<file path="src/rtl/gray_seq_if.sv">
// Command and status bundle between a control master and gray_seq_ctrl.
// Handshake: a command transfers on a rising edge where cmd_valid && cmd_ready;
// cmd_ready depends only on the sequencer state, never on cmd_valid.
interface gray_seq_if #(
  parameter int WIDTH = 4,
  parameter int CNT_W = 8
);
  logic             cmd_valid;
  logic             cmd_ready;
  logic [1:0]       cmd_op;
  logic             cmd_dir;
  logic [CNT_W-1:0] cmd_arg;
  logic [WIDTH-1:0] gray_out;
  logic [WIDTH-1:0] bin_out;
  logic             step;
  logic             busy;
  logic             done;

  modport master (
    output cmd_valid, cmd_op, cmd_dir, cmd_arg,
    input  cmd_ready, gray_out, bin_out, step, busy, done
  );

  modport slave (
    input  cmd_valid, cmd_op, cmd_dir, cmd_arg,
    output cmd_ready, gray_out, bin_out, step, busy, done
  );
endinterface

</file>
<file path="src/rtl/gray_seq_ctrl.sv">
// Command-driven sequencer stepping a Gray-code counter with a binary shadow.
// Supports RUN_N, LOAD, FREE_RUN and STOP; state is exported on state_dbg.
module gray_seq_ctrl #(
  parameter int WIDTH = 4,
  parameter int CNT_W = 8
) (
  input  logic         clk,
  input  logic         rst,
  gray_seq_if.slave    bus,
  output logic [1:0]   state_dbg
);

  typedef enum logic [1:0] {
    IDLE  = 2'd0,
    COUNT = 2'd1,
    FREE  = 2'd2
  } state_t;

  localparam logic [1:0] OP_RUN  = 2'b00;
  localparam logic [1:0] OP_LOAD = 2'b01;
  localparam logic [1:0] OP_FREE = 2'b10;
  localparam logic [1:0] OP_STOP = 2'b11;

  state_t           state;
  logic             dir_q;
  logic [CNT_W-1:0] remaining;
  logic [WIDTH-1:0] bin_q;
  logic [WIDTH-1:0] gray_q;
  logic             step_q;
  logic             done_q;

  logic             accept;
  logic             adv_dir;
  logic [WIDTH-1:0] bin_next;
  logic [WIDTH-1:0] load_val;

  function automatic logic [WIDTH-1:0] to_gray(input logic [WIDTH-1:0] b);
    return b ^ (b >> 1);
  endfunction

  assign bus.cmd_ready = (state == IDLE) || (state == FREE);
  assign accept        = bus.cmd_valid && bus.cmd_ready;
  assign load_val      = bus.cmd_arg[WIDTH-1:0];

  // A FREE_RUN re-issued while free-running steps in the new direction on the same edge.
  assign adv_dir  = (state == FREE && accept && bus.cmd_op == OP_FREE) ? bus.cmd_dir : dir_q;
  assign bin_next = adv_dir ? (bin_q + WIDTH'(1)) : (bin_q - WIDTH'(1));

  always_ff @(posedge clk) begin
    if (rst) begin
      state     <= IDLE;
      dir_q     <= 1'b0;
      remaining <= '0;
      bin_q     <= '0;
      gray_q    <= '0;
      step_q    <= 1'b0;
      done_q    <= 1'b0;
    end else begin
      step_q <= 1'b0;
      done_q <= 1'b0;
      case (state)
        IDLE, FREE: begin
          if (accept) begin
            case (bus.cmd_op)
              OP_RUN: begin
                if (bus.cmd_arg != '0) begin
                  remaining <= bus.cmd_arg;
                  dir_q     <= bus.cmd_dir;
                  state     <= COUNT;
                end else begin
                  done_q <= 1'b1;
                  state  <= IDLE;
                end
              end
              OP_LOAD: begin
                bin_q  <= load_val;
                gray_q <= to_gray(load_val);
                state  <= IDLE;
              end
              OP_FREE: begin
                dir_q <= bus.cmd_dir;
                state <= FREE;
                if (state == FREE) begin
                  bin_q  <= bin_next;
                  gray_q <= to_gray(bin_next);
                  step_q <= 1'b1;
                end
              end
              OP_STOP: state <= IDLE;
              default: state <= IDLE;
            endcase
          end else if (state == FREE) begin
            bin_q  <= bin_next;
            gray_q <= to_gray(bin_next);
            step_q <= 1'b1;
          end
        end
        COUNT: begin
          bin_q     <= bin_next;
          gray_q    <= to_gray(bin_next);
          step_q    <= 1'b1;
          remaining <= remaining - CNT_W'(1);
          if (remaining == CNT_W'(1)) begin
            state  <= IDLE;
            done_q <= 1'b1;
          end
        end
        default: state <= IDLE;
      endcase
    end
  end

  assign bus.gray_out = gray_q;
  assign bus.bin_out  = bin_q;
  assign bus.step     = step_q;
  assign bus.done     = done_q;
  assign bus.busy     = (state != IDLE);
  assign state_dbg    = state;

endmodule
</file>
<file path="src/flat_wrapper.sv">
// flat-port wrapper written by rule: the top's interface ports become plain ports
module gray_seq_ctrl_flat 
#(
  parameter int WIDTH = 4,
  parameter int CNT_W = 8
)
  (clk, rst, state_dbg, bus_cmd_valid, bus_cmd_op, bus_cmd_dir, bus_cmd_arg, bus_cmd_ready, bus_gray_out, bus_bin_out, bus_step, bus_busy, bus_done);
  gray_seq_if #(.WIDTH(WIDTH), .CNT_W(CNT_W)) bus_i ();
  input  logic clk;
  input  logic rst;
  output logic [1:0] state_dbg;
  input wire logic [$bits(bus_i.cmd_valid)-1:0] bus_cmd_valid;
  input wire logic [$bits(bus_i.cmd_op)-1:0] bus_cmd_op;
  input wire logic [$bits(bus_i.cmd_dir)-1:0] bus_cmd_dir;
  input wire logic [$bits(bus_i.cmd_arg)-1:0] bus_cmd_arg;
  output wire logic [$bits(bus_i.cmd_ready)-1:0] bus_cmd_ready;
  output wire logic [$bits(bus_i.gray_out)-1:0] bus_gray_out;
  output wire logic [$bits(bus_i.bin_out)-1:0] bus_bin_out;
  output wire logic [$bits(bus_i.step)-1:0] bus_step;
  output wire logic [$bits(bus_i.busy)-1:0] bus_busy;
  output wire logic [$bits(bus_i.done)-1:0] bus_done;
  assign bus_i.cmd_valid = bus_cmd_valid;
  assign bus_i.cmd_op = bus_cmd_op;
  assign bus_i.cmd_dir = bus_cmd_dir;
  assign bus_i.cmd_arg = bus_cmd_arg;
  assign bus_cmd_ready = bus_i.cmd_ready;
  assign bus_gray_out = bus_i.gray_out;
  assign bus_bin_out = bus_i.bin_out;
  assign bus_step = bus_i.step;
  assign bus_busy = bus_i.busy;
  assign bus_done = bus_i.done;
  gray_seq_ctrl #(.WIDTH(WIDTH), .CNT_W(CNT_W)) u_core (.clk(clk), .rst(rst), .bus(bus_i), .state_dbg(state_dbg));
endmodule
</file>
<file path="config.mk">
export PLATFORM = sky130hd
export DESIGN_NAME = gray_seq_ctrl_flat
export DESIGN_NICKNAME = d
export VERILOG_FILES = /design/src/rtl/gray_seq_if.sv /design/src/rtl/gray_seq_ctrl.sv /design/src/flat_wrapper.sv
export SDC_FILE = /design/constraint.sdc
export NUM_CORES = 1
export LEC_CHECK = 0
export BUFFER_PORTS_ARGS = -buffer_cell sky130_fd_sc_hd__buf_2
export CAP_MARGIN = 10
export CORE_MARGIN = 4
export CORE_UTILIZATION = 45
export CTS_CLUSTER_DIAMETER = 80
export CTS_CLUSTER_SIZE = 16
export DETAILED_ROUTE_END_ITERATION = 7
export PLACE_DENSITY = 0.65
export SYNTH_ARGS = -nofsm -noshare
export SYNTH_HDL_FRONTEND = slang
export SYNTH_SLANG_ARGS = --single-unit
</file>
<file path="constraint.sdc">
create_clock -name clk -period 7.9 [get_ports clk]
set_input_delay 0 -clock clk [delete_from_list [all_inputs] [get_ports clk]]
set_output_delay 0 -clock clk [all_outputs]
set_load 0.02 [all_outputs]
</file>
# == After elaboration in Yosys (flattened, before gate mapping) ==
# Cells that the tools add are included.
# totals
regBits,21
latchBits,0
mem_bits_rw,0
mem_bits_ro,0
out_inout_bits,14
elab_cells,70
mem_count,0
# classes
addsub,3
n_mul,0
div_mod_pow,0
n_lt_le_gt_ge,0
n_eq_ne,12
shift,0
muxes,30
n_bitwise,2
n_reduce_logical,16
# op_table
cell,count
one-hot mux 4 bit (2 select lines),4
two-way mux 8 bit,3
two-way mux 4 bit,5
one-hot mux 8 bit (2 select lines),1
two-way mux 1 bit,10
equality test 8 x 1 -> 1 bit (second input constant),1
!= test 2 x 1 -> 1 bit (second input constant),4
AND reduction 4 bit,2
nonzero test 8 bit,1
subtractor 8 x 1 -> 8 bit (second input constant),1
bitwise XOR 4 x 3 -> 4 bit,2
equality test 2 bit (second input constant),3
one-hot mux 1 bit (2 select lines),3
one-hot mux 2 bit (3 select lines),1
nonzero test 2 bit,3
adder 4 x 1 -> 4 bit (second input constant),1
equality test 2 x 1 -> 1 bit (second input constant),2
logical NOT 2 bit,2
two-way mux 2 bit,2
!= test 4 bit (second input constant),1
one-hot mux 2 bit (2 select lines),1
AND reduction 2 bit,2
OR reduction 2 bit,2
subtractor 4 x 1 -> 4 bit (second input constant),1
other kinds (3),5

# == Depth between registers and ports, before layout ==
# Gate-level depths: netlist of the first run.
# logic_depth
depth_word,12
ltp_mapped,12
mapped_depth_nobuf,12

# == Worst setup path before layout of the first run ==
# OpenSTA, ideal clock, no wires.
# synth_timing
path_kind,reg2reg
startpoint,"register u_core.state[1], in the netlist u_core.state_dbg[1]"
endpoint,"register u_core.gray_q[2], in the netlist u_core.bus.gray_out[2]"
setup_ns,0.133
t_arrival_ns,2.641
required_time_ns,7.767
slack_ns,5.126
path_stages_with_launch,13
path_buffers,0
synth_period_minus_slack_ns,2.774
cell_sequence,dfxtp_1 > and4bb_4 > nand2_2 > mux2i_2 > xor2_1 > ha_1 > or3_1 > a22o_1 > nand3_1 > xor2_1 > xnor3_1 > a21oi_1 > nor3_1
# synth_between
elab_chain_len,12
# synth_lines
element,line,text
from (decl),gray_seq_ctrl.sv:24,state_t state;
from (signal assigned),gray_seq_ctrl.sv:51,state <= IDLE;
from (signal assigned),gray_seq_ctrl.sv:69,state <= COUNT;
from (signal assigned),gray_seq_ctrl.sv:72,state <= IDLE;
equality test 2 bit or logical NOT 2 bit (tied branches),-,
logical OR 1 bit,gray_seq_ctrl.sv:41,assign bus.cmd_ready = (state == IDLE) || (state == FREE);
logical AND 1 bit,gray_seq_ctrl.sv:42,assign accept = bus.cmd_valid && bus.cmd_ready;
logical AND 1 bit (2 in a row),gray_seq_ctrl.sv:46,assign adv_dir = (state == FREE && accept && bus.cmd_op == OP_FREE) ? bus.cmd_dir : dir_q;
two-way mux 1 bit,gray_seq_ctrl.sv:46,
two-way mux 4 bit,gray_seq_ctrl.sv:47,assign bin_next = adv_dir ? (bin_q + WIDTH'(1)) : (bin_q - WIDTH'(1));
bitwise XOR 4 x 3 -> 4 bit,gray_seq_ctrl.sv:38,return b ^ (b >> 1);
two-way mux 4 bit,"gray_seq_ctrl.sv:83, gray_seq_ctrl.sv:92",
one-hot mux 4 bit (2 select lines),gray_seq_ctrl.sv:64,case (bus.cmd_op)
two-way mux 4 bit,gray_seq_ctrl.sv:63,if (accept) begin
one-hot mux 4 bit (2 select lines),gray_seq_ctrl.sv:61,case (state)
to (signal assigned),gray_seq_ctrl.sv:85,gray_q <= to_gray(bin_next);
to (signal assigned),gray_seq_ctrl.sv:94,gray_q <= to_gray(bin_next);
to (signal assigned),gray_seq_ctrl.sv:100,gray_q <= to_gray(bin_next);
to (decl),gray_seq_ctrl.sv:28,logic [WIDTH-1:0] gray_q;
# Several ways; a longest one is shown, not always the timed one.
# A chain may end at the register's enable or synchronous reset.

# == Worst setup path after layout of the first run ==
# Ends and elaborated chain as after synthesis.

==> results.cfg, run 1 <==
[logic_synthesis]
async_flop_share = 0
synth_seq_cells = 21
seq_area_frac_synth = 0.298
syn_nets = 204
synth_top_area_share = 0.298
synth-main-ff-cell = dfxtp_1
yosys.area.top_type = dfxtp_1
synth_area_um2 = 1410
ys.warnings.count = 0
synth_edf_count = 0
synth_most_common_cell = nor2_1
syn_inst = 185
synthTopCellsByCount = nor2_1, dfxtp_1, a21oi_1
synth_area_per_cell_um2 = 7.62
synth_cell_types = 43
ys_top_cells_by_area = dfxtp_1, nor2_1, a21oi_1

[run_status]
outcome = completed

[critical_path]
path_class = flop to flop
startpoint = u_core.state_dbg[1]$_SDFFE_PP0P_
cp.required_ns = 8.11
critPathArrivalTime_ns = 3.34
reg2reg_to = u_core.bus.gray_out[2]$_SDFFE_PP0P_
r2r_start = u_core.state_dbg[1]$_SDFFE_PP0P_
end_kind = flop
ff2ff_setup_slack_ns = 4.76
cp_max_fo = 17
start_kind = flop
crit_end = u_core.bus.gray_out[2]$_SDFFE_PP0P_
reg2regPathDepth = 12

[place]
port_buffers = 27
gp_congestion = 0.840
dp_hpwl_mm = 2.85

[global_route]
grt_max_degree = 22
grt_overflow = 0
grt_first_pass_wirelength_mm = 6.47
grt_antenna_before_repair = 0
gr-usage-all-layers = 0.198
grt_pass1_vias = 1366

[timing]
timing_worst_slew_pin_value_ns = 0.915
drv_slew = 0
setup_violations = 0
final_hold_viol_count = 0
max_freq_mhz = 319
layout_min_cycle_time_ns = 3.14
tns_ns = 0
post-route-period-util = 0.397
worst_slew_margin_rel = 0.388
rsz0062_at_grt = no
holdWs_ns = 0.0245
finClkSkew_ns = 0.00782

[job]
maxCapViolCount = 0

[clock_tree]
clock_path_buffers = 2
htree_levels = 1
cts_tree = done
cts.sinks = 21
cts_resized = 0
clkLatencyLatePin_ns = 0.31
cts.clk_slew.worst_paths_ns = 0.13
cts_buffers = 3
cts_root_buffer = clkbuf_4

[layout]
area_delta_synth_final_pct = 17.1
multiInputGateArea_um2 = 920
fillers = 315
seq_area_um2 = 420
final_layout_size_suffix_gt1_frac = 0.188
antenna_cells = 0
layout.nets = 233

[die]
start_util = 0.465
dieArea_um2 = 4090
row_count = 20
die_height_um = 64.0
ioPinCount = 28
coreArea_um2 = 3030
die_w_um = 64.0

[hold_path]
hold_class = input pin to flop
worstHoldPathCells = 3

[routing]
wirelength_mm = 3.94
vias = 1518
dr.first_iter.drc_count = 144
drc = 0
wl_per_cell_um = 15.3
antenna_left = 0
first_pass_iters = 4
via_per_inst = 5.91

[power]
ir_drop_v = 0.0000708
p_leak_nw = 0.690
power_density_nw_per_um2 = 172
## stage by stage
stage / setup slack [ns] / std cells / total power [W] / util / instance area (um2)
floorplan: 5.13 / 185 / 0.000201 / - / 1410
global placement: 4.95 / 248 / 0.000225 / 0.519 / 1570
detailed placement: 4.79 / 248 / 0.000228 / 0.519 / 1570
CTS: 4.78 / 257 / 0.000286 / 0.545 / 1650
global route: 4.61 / 257 / 0.000305 / 0.545 / 1650
finish: 4.76 / 257 / 0.000284 / 0.545 / 1650
## routing by layer
| layer | part of all wire | GRT usage | vias up | wire (um) |
|---|---|---|---|---|
| li1 | - | - | 735 | - |
| met1 | 0.42 | 0.240 | 716 | 1670 |
| met5 | 0 | 0 | - | 0 |
| met3 | 0.059 | 0.0193 | 4 | 234 |
| met4 | 0.010 | 0.0512 | 0 | 41 |
| met2 | 0.51 | 0.368 | 63 | 2000 |
## power by group
part / leakage (nW) / total, W / switching, W / internal [W]
Combinational: 0.500 / 0.000102 / 0.0000592 / 0.0000426
Sequential: 0.172 / 0.000128 / 0.0000121 / 0.000116
Clock: 0.0177 / 0.0000548 / 0.0000359 / 0.0000189
## area by class of cell
cell class                      instances  share of cell area
Sequential cell                        21               0.255
Tap cell                               44              0.0334
Inverter                                9              0.0205
Timing Repair Buffer                   33               0.117
Multi-Input combinational cell        146               0.558
Clock inverter                          1             0.00303
Clock buffer                            3              0.0137
## cells in the final DEF (no fill, tap or decap), drive strengths merged, types with 5 or more instances in the layout
master       Yosys  layout
dfxtp           21      21
a22oi            5       5
a21oi           20      20
inv              9       9
nand2           11      11
nor2            28      28
ha               5       5
o21ai           11      11
buf              1      28
xor2             5       5
nand3            5       5
dlygate4sd3      0       5
a211oi           6       6
nor3            11      11
## cell families (layout without fill, tap and decap cells)
group	Yosys count	after routing	share of synthesized area
adders and majority gates	5	5	0.0444
and+or+nand+nor	72	72	0.251
AOI/OAI and AO/OA	58	58	0.270
DFF	21	21	0.298
muxes	4	4	0.0338
xor gates and xnor gates	7	7	0.0533
buffers and inverters	18	46	0.0488
## flip-flops by register name (all words and copies together), names as in the netlist
name                 count
u_core.bus.done          1
u_core.dir_q             1
u_core.bus.bin_out       4
u_core.state_dbg         2
u_core.bus.step          1
u_core.remaining         8
u_core.bus.gray_out      4
## how the worst min path moves through the flow
stage / from / to
global placement: bus_cmd_arg[7] / u_core.remaining[7]$_SDFFE_PP0P_
CTS: bus_cmd_op[1] / u_core.state_dbg[1]$_SDFFE_PP0P_
finish: bus_cmd_op[1] / u_core.state_dbg[1]$_SDFFE_PP0P_
detailed placement: bus_cmd_arg[7] / u_core.remaining[7]$_SDFFE_PP0P_
global route: bus_cmd_op[1] / u_core.state_dbg[1]$_SDFFE_PP0P_
floorplan: rst / u_core.remaining[4]$_SDFFE_PP0P_
## critical path, stage by stage, from the launching register on
cell      delay [ns]
dfxtp_1         0.67
and4bb_4        0.34
nand2_2         0.07
mux2i_2         0.26
xor2_1          0.11
ha_1            0.24
or3_1           0.31
a22o_1          0.19
nand3_1         0.09
xor2_1          0.28
xnor3_1         0.27
a21oi_1         0.16
nor3_1          0.05
## timing repair
item | in CTS | in global routing
setup endpoints to repair | 0 | 0
setup buffers | 0 | 0
endpoints found under the hold margin | 5 | 0
hold buffers | 5 | 0
No activity file was read; power rests on OpenSTA's default activity.
==> run 2, diff against run 1 <==
Settings changed: ABC_AREA set to 1, PLACE_DENSITY 0.65 to 0.67.
Clock period 7.9 ns to 2.6 ns, I/O delays scaled along.
==> results.cfg, run 2 <==
[clock_tree]
cts_root_buffer = clkbuf_4
htree_levels = 1
cts_tree = done
cts.sinks = 21
cts.clk_slew.worst_paths_ns = 0.13
clock_path_buffers = 2
cts_buffers = 3
clkLatencyLatePin_ns = 0.31
cts_resized = 0

[place]
gp_congestion = 0.847
dp_hpwl_mm = 2.78
port_buffers = 27

[layout]
antenna_cells = 0
largest_reg_flops = 8
area_delta_synth_final_pct = 15.4
layout.nets = 274
final_common_cell = nand2_1
top_register = u_core.remaining
final_layout_size_suffix_gt1_frac = 0.197
final_cell_mix = nand2_1, inv_1, buf_2, dfxtp_1

[critical_path]
cp_max_fo = 5
start_kind = flop
end_kind = flop
cp.required_ns = 2.84
r2r_start = u_core.state_dbg[1]$_SDFFE_PP0P_
path_class = flop to flop
critPathArrivalTime_ns = 2.43
slowest_stage = dfxtp_1
crit_chain = inv_2 > nor2_4 > nand3_1 > nand2_1 > nand3_1 > nand2_1 > inv_1 > ha_1 > inv_1 > nand2_1 > xnor2_2 > a21oi_1 > nand3b_1 > a21oi_1
startpoint = u_core.state_dbg[1]$_SDFFE_PP0P_
cpPeakStageDelay_ns = 0.48
cp_common_cell = nand2_1

[timing]
layout_min_cycle_time_ns = 2.18
drv_slew = 0
holdWs_ns = -0.00271
timing_worst_slew_pin_value_ns = 0.418
tns_ns = 0
worst_slew_margin_rel = 0.721
setup_violations = 0
finClkSkew_ns = 0.00958
post-route-period-util = 0.840
max_freq_mhz = 458
final_hold_viol_count = 1
rsz0062_at_grt = no

[routing]
wirelength_mm = 3.63
first_pass_iters = 4
via_per_inst = 4.94
dr.first_iter.drc_count = 112
wl_per_cell_um = 12.2
antenna_left = 0
drc = 0
vias = 1471

[hold_path]
hold_start = bus_cmd_arg[5]
hold_class = input pin to flop

[global_route]
grt_antenna_before_repair = 0
met2_usage = 0.276
grtUsageMet1 = 0.264
grt_overflow = 0
use_met3 = 0.0462
grt_max_degree = 12
grt_first_pass_wirelength_mm = 6.19
busiest_layer = met2
gr-usage-all-layers = 0.183
grt_pass1_vias = 1358

[power]
p_leak_nw = 0.847
power_density_nw_per_um2 = 512
fin_total_pwr_w = 0.000879
ir_drop_v = 0.000304

[logic_synthesis]
synth_seq_cells = 21
synth_area_per_cell_um2 = 6.67
synth_most_common_cell = nand2_1
synthTopCellsByCount = nand2_1, inv_1, dfxtp_1
syn_inst = 223
async_flop_share = 0
synth_edf_count = 0
synth_area_um2 = 1490
ys_top_cells_by_area = dfxtp_1, nand2_1, inv_1
synth_cell_types = 38
yosys.area.top_type = dfxtp_1
seq_area_frac_synth = 0.283
synth-main-ff-cell = dfxtp_1
syn_nets = 242
synth_top_area_share = 0.283
ys.warnings.count = 0

[die]
start_util = 0.479
die_w_um = 65.5
die_height_um = 65.5
coreArea_um2 = 3100
dieArea_um2 = 4290
row_count = 20
ioPinCount = 28

[run_status]
outcome = finished, violations left
violations = negative hold slack

[job]
maxCapViolCount = 0
-- run 2: changes by cell type in the layout (fill, tap and decap cells not counted), sizes merged, moves of 6 or more --
cell / previous run / this run
nor3: 11 / 1
nand3: 5 / 11
a211oi: 6 / 0
inv: 9 / 37
nand2: 11 / 59
nor2: 28 / 21
-- run 2: worst max-delay path: cells and delay by family (launching register included) --
family	cells	cell delay (ns)
AO/OA/AOI/OAI	2	0.19
XOR/XNOR	1	0.25
adder cells (fa/ha/maj)	1	0.17
buffers and inverters	3	0.19
flip-flops	1	0.48
AND/OR/NAND/NOR	7	0.84
-- run 2: power breakdown --
group / total (W) / switching (W) / leakage [nW] / internal (W)
clock network: 0.000166 / 0.000106 / 0.0150 / 0.0000599
registers: 0.000380 / 0.0000295 / 0.172 / 0.000351
logic: 0.000332 / 0.000201 / 0.660 / 0.000131
-- run 2: worst paths after layout --
path | end | slack (ns) | depth (start not counted)
max | u_core.bus.gray_out[2]$_SDFFE_PP0P_ | 0.42 | 14
min | u_core.remaining[5]$_SDFFE_PP0P_ | -0.003 | 5
max reg2reg | u_core.bus.gray_out[2]$_SDFFE_PP0P_ | 0.42 | 14
min reg2reg | u_core.bus.gray_out[0]$_SDFFE_PP0P_ | 0.48 | 2
-- run 2: cell families (layout without fill, tap and decap cells) --
family,Yosys count,in the layout,synth area share
simple gates,99,99,0.314
buf+inv,41,72,0.112
fa+ha+maj,5,5,0.0421
flops,21,21,0.283
compound gates,49,49,0.197
xor+xnor,8,8,0.0522
-- run 2: final cells by class --
class                   count  area, um2
multi-input cells         161        900
well taps                  44       55.1
repair buffers             31        175
flip-flops and latches     21        420
inverters                  37        139
clock buffers               4       26.3
fillers                   329       1390
-- run 2: metal layers --
layer,vias to the layer above,part of all wire,wire [um]
met3,2,0.079,286
met1,624,0.51,1840
met2,53,0.41,1480
li1,792,-,-
met5,-,0,0
met4,0,0.0047,17
-- run 2: stage by stage --
step / area (um2) / util / cells / setup slack [ns]
5_1_grt: 1720 / 0.553 / 298 / 0.178
4_1_cts: 1720 / 0.553 / 298 / 0.416
2_1_floorplan: 1490 / - / 223 / 0.515
3_5_place_dp: 1650 / 0.531 / 290 / 0.461
3_3_place_gp: 1650 / 0.531 / 290 / 0.531
6_report: 1720 / 0.553 / 298 / 0.417
-- run 2: timing repair --
item / CTS / global route
setup buffers: 0 / 0
hold buffers: 4 / 0
endpoints found under the hold margin: 4 / 0
==> run 3, diff against run 2 <==
Settings changed: PLACE_DENSITY 0.67 to 0.65.
Clock period 2.6 ns to 2.2 ns, I/O delays scaled along.
==> results.cfg, run 3 (synthesis results as in run 2) <==
[run_status]
outcome = completed

[routing]
via_per_inst = 5.02
dr.first_iter.drc_count = 94
vias = 1532
wirelength_mm = 3.80
drc = 0
antenna_left = 0
wl_per_cell_um = 12.5
first_pass_iters = 4

[critical_path]
cpPeakStageDelay_ns = 0.35
crit_buf_inv = 3
reg2reg_to = u_core.bus.gray_out[1]$_SDFFE_PP0P_
crit_chain = buf_4 > nand2_4 > nor2_2 > nand2_1 > nand3_1 > nand2_1 > inv_1 > ha_1 > inv_1 > nand2_1 > xnor2_2 > xor2_1 > nand2_1 > a21oi_1
start_kind = flop
cp.required_ns = 2.45
critPathArrivalTime_ns = 2.19
reg2regPathDepth = 14
r2r_start = u_core.state_dbg[1]$_SDFFE_PP0P_
path_class = flop to flop
slowest_stage = dfxtp_2
cp_top_family = simple AND/OR/NAND/NOR gates
end_kind = flop
cp_max_fo = 5
cp_common_cell = nand2_1
ff2ff_setup_slack_ns = 0.27

[hold_path]
worstHoldPathCells = 2
hold_start = rst
min_to = u_core.bus.gray_out[0]$_SDFFE_PP0P_
hold_class = input pin to flop

[global_route]
grt_overflow = 0
grt_pass1_vias = 1454
gr-usage-all-layers = 0.190
grt_antenna_before_repair = 0
grt_first_pass_wirelength_mm = 6.40
grt_max_degree = 12

[timing]
tns_ns = 0
post-route-period-util = 0.879
final_hold_viol_count = 0
finClkSkew_ns = 0.00513
max_freq_mhz = 517
worst_slew_margin_rel = 0.699
setup_violations = 0
layout_min_cycle_time_ns = 1.93
drv_slew = 0
rsz0062_at_grt = no
timing_worst_slew_pin_value_ns = 0.451
holdWs_ns = 0.00935

[clock_tree]
cts.sinks = 21
cts.clk_slew.worst_paths_ns = 0.12
cts_buffers = 3
clkLatencyLatePin_ns = 0.31
cts_tree = done
cts_root_buffer = clkbuf_4
post-cts-setup-buffer-count = 0
htree_levels = 1
clock_path_buffers = 2

[die]
die_w_um = 65.5
coreArea_um2 = 3100
row_count = 20
start_util = 0.479
ioPinCount = 28
die_height_um = 65.5
dieArea_um2 = 4290

[layout]
layout.nets = 281
area_delta_synth_final_pct = 19.9
instances_no_fill = 305
final_layout_size_suffix_gt1_frac = 0.222
antenna_cells = 0
final_cell_mix = nand2_1, inv_1, buf_2, dfxtp_1
largest_reg_flops = 8
final_common_cell = nand2_1
top_register = u_core.remaining

[power]
ir_drop_v = 0.000297
fin_total_pwr_w = 0.00105
p_leak_nw = 0.884
power_density_nw_per_um2 = 586

[place]
dp_hpwl_mm = 2.92
gp_congestion = 0.869
dp.cells = 295
port_buffers = 27

[job]
maxCapViolCount = 0
run 3: through the flow:
stage / utilization / instance area (um2) / worst slack, ns
after floorplan: - / 1490 / 0.115
after global placement: 0.544 / 1690 / 0.245
after detailed placement: 0.544 / 1690 / 0.148
after CTS: 0.571 / 1770 / 0.107
after global routing: 0.575 / 1780 / 0.00177
final: 0.575 / 1780 / 0.267
run 3: layer usage:
| metal | up-vias | global-route usage | part of all wire |
|---|---|---|---|
| met2 | 35 | 0.306 | 0.42 |
| met1 | 692 | 0.264 | 0.52 |
| met4 | 0 | 0.0596 | 0.011 |
| met5 | - | 0 | 0 |
| met3 | 4 | 0.0222 | 0.046 |
| li1 | 801 | - | - |
run 3: layout make-up:
type                    count  area, um2
fillers                   328       1320
repair buffers             38        233
well taps                  44       55.1
clock buffers               4       26.3
inverters                  37        139
multi-input cells         161        905
flip-flops and latches     21        425
run 3: worst max-delay path by stage:
| stage | depth (start not counted) | to | startpoint |
|---|---|---|---|
| floorplan | 14 | u_core.bus.gray_out[1]$_SDFFE_PP0P_ | u_core.state_dbg[1]$_SDFFE_PP0P_ |
| global placement | 14 | u_core.bus.gray_out[1]$_SDFFE_PP0P_ | u_core.state_dbg[0]$_SDFFE_PP0P_ |
| detailed placement | 14 | u_core.bus.gray_out[1]$_SDFFE_PP0P_ | u_core.state_dbg[0]$_SDFFE_PP0P_ |
| CTS | 14 | u_core.bus.gray_out[1]$_SDFFE_PP0P_ | u_core.state_dbg[0]$_SDFFE_PP0P_ |
| global route | 14 | u_core.bus.gray_out[1]$_SDFFE_PP0P_ | u_core.state_dbg[1]$_SDFFE_PP0P_ |
| finish | 14 | u_core.bus.gray_out[1]$_SDFFE_PP0P_ | u_core.state_dbg[1]$_SDFFE_PP0P_ |
run 3: what timing repair did:
action	4_1_cts	5_1_grt
hold endpoints to repair	6	0
setup endpoints to repair	0	4
gates resized for setup	0	4
hold buffers	6	0
run 3: power by group:
group	internal, W	switching, W	leakage [nW]	total [W]
clock network	0.0000708	0.000122	0.0150	0.000193
logic	0.000164	0.000240	0.695	0.000404
registers	0.000414	0.0000344	0.174	0.000449
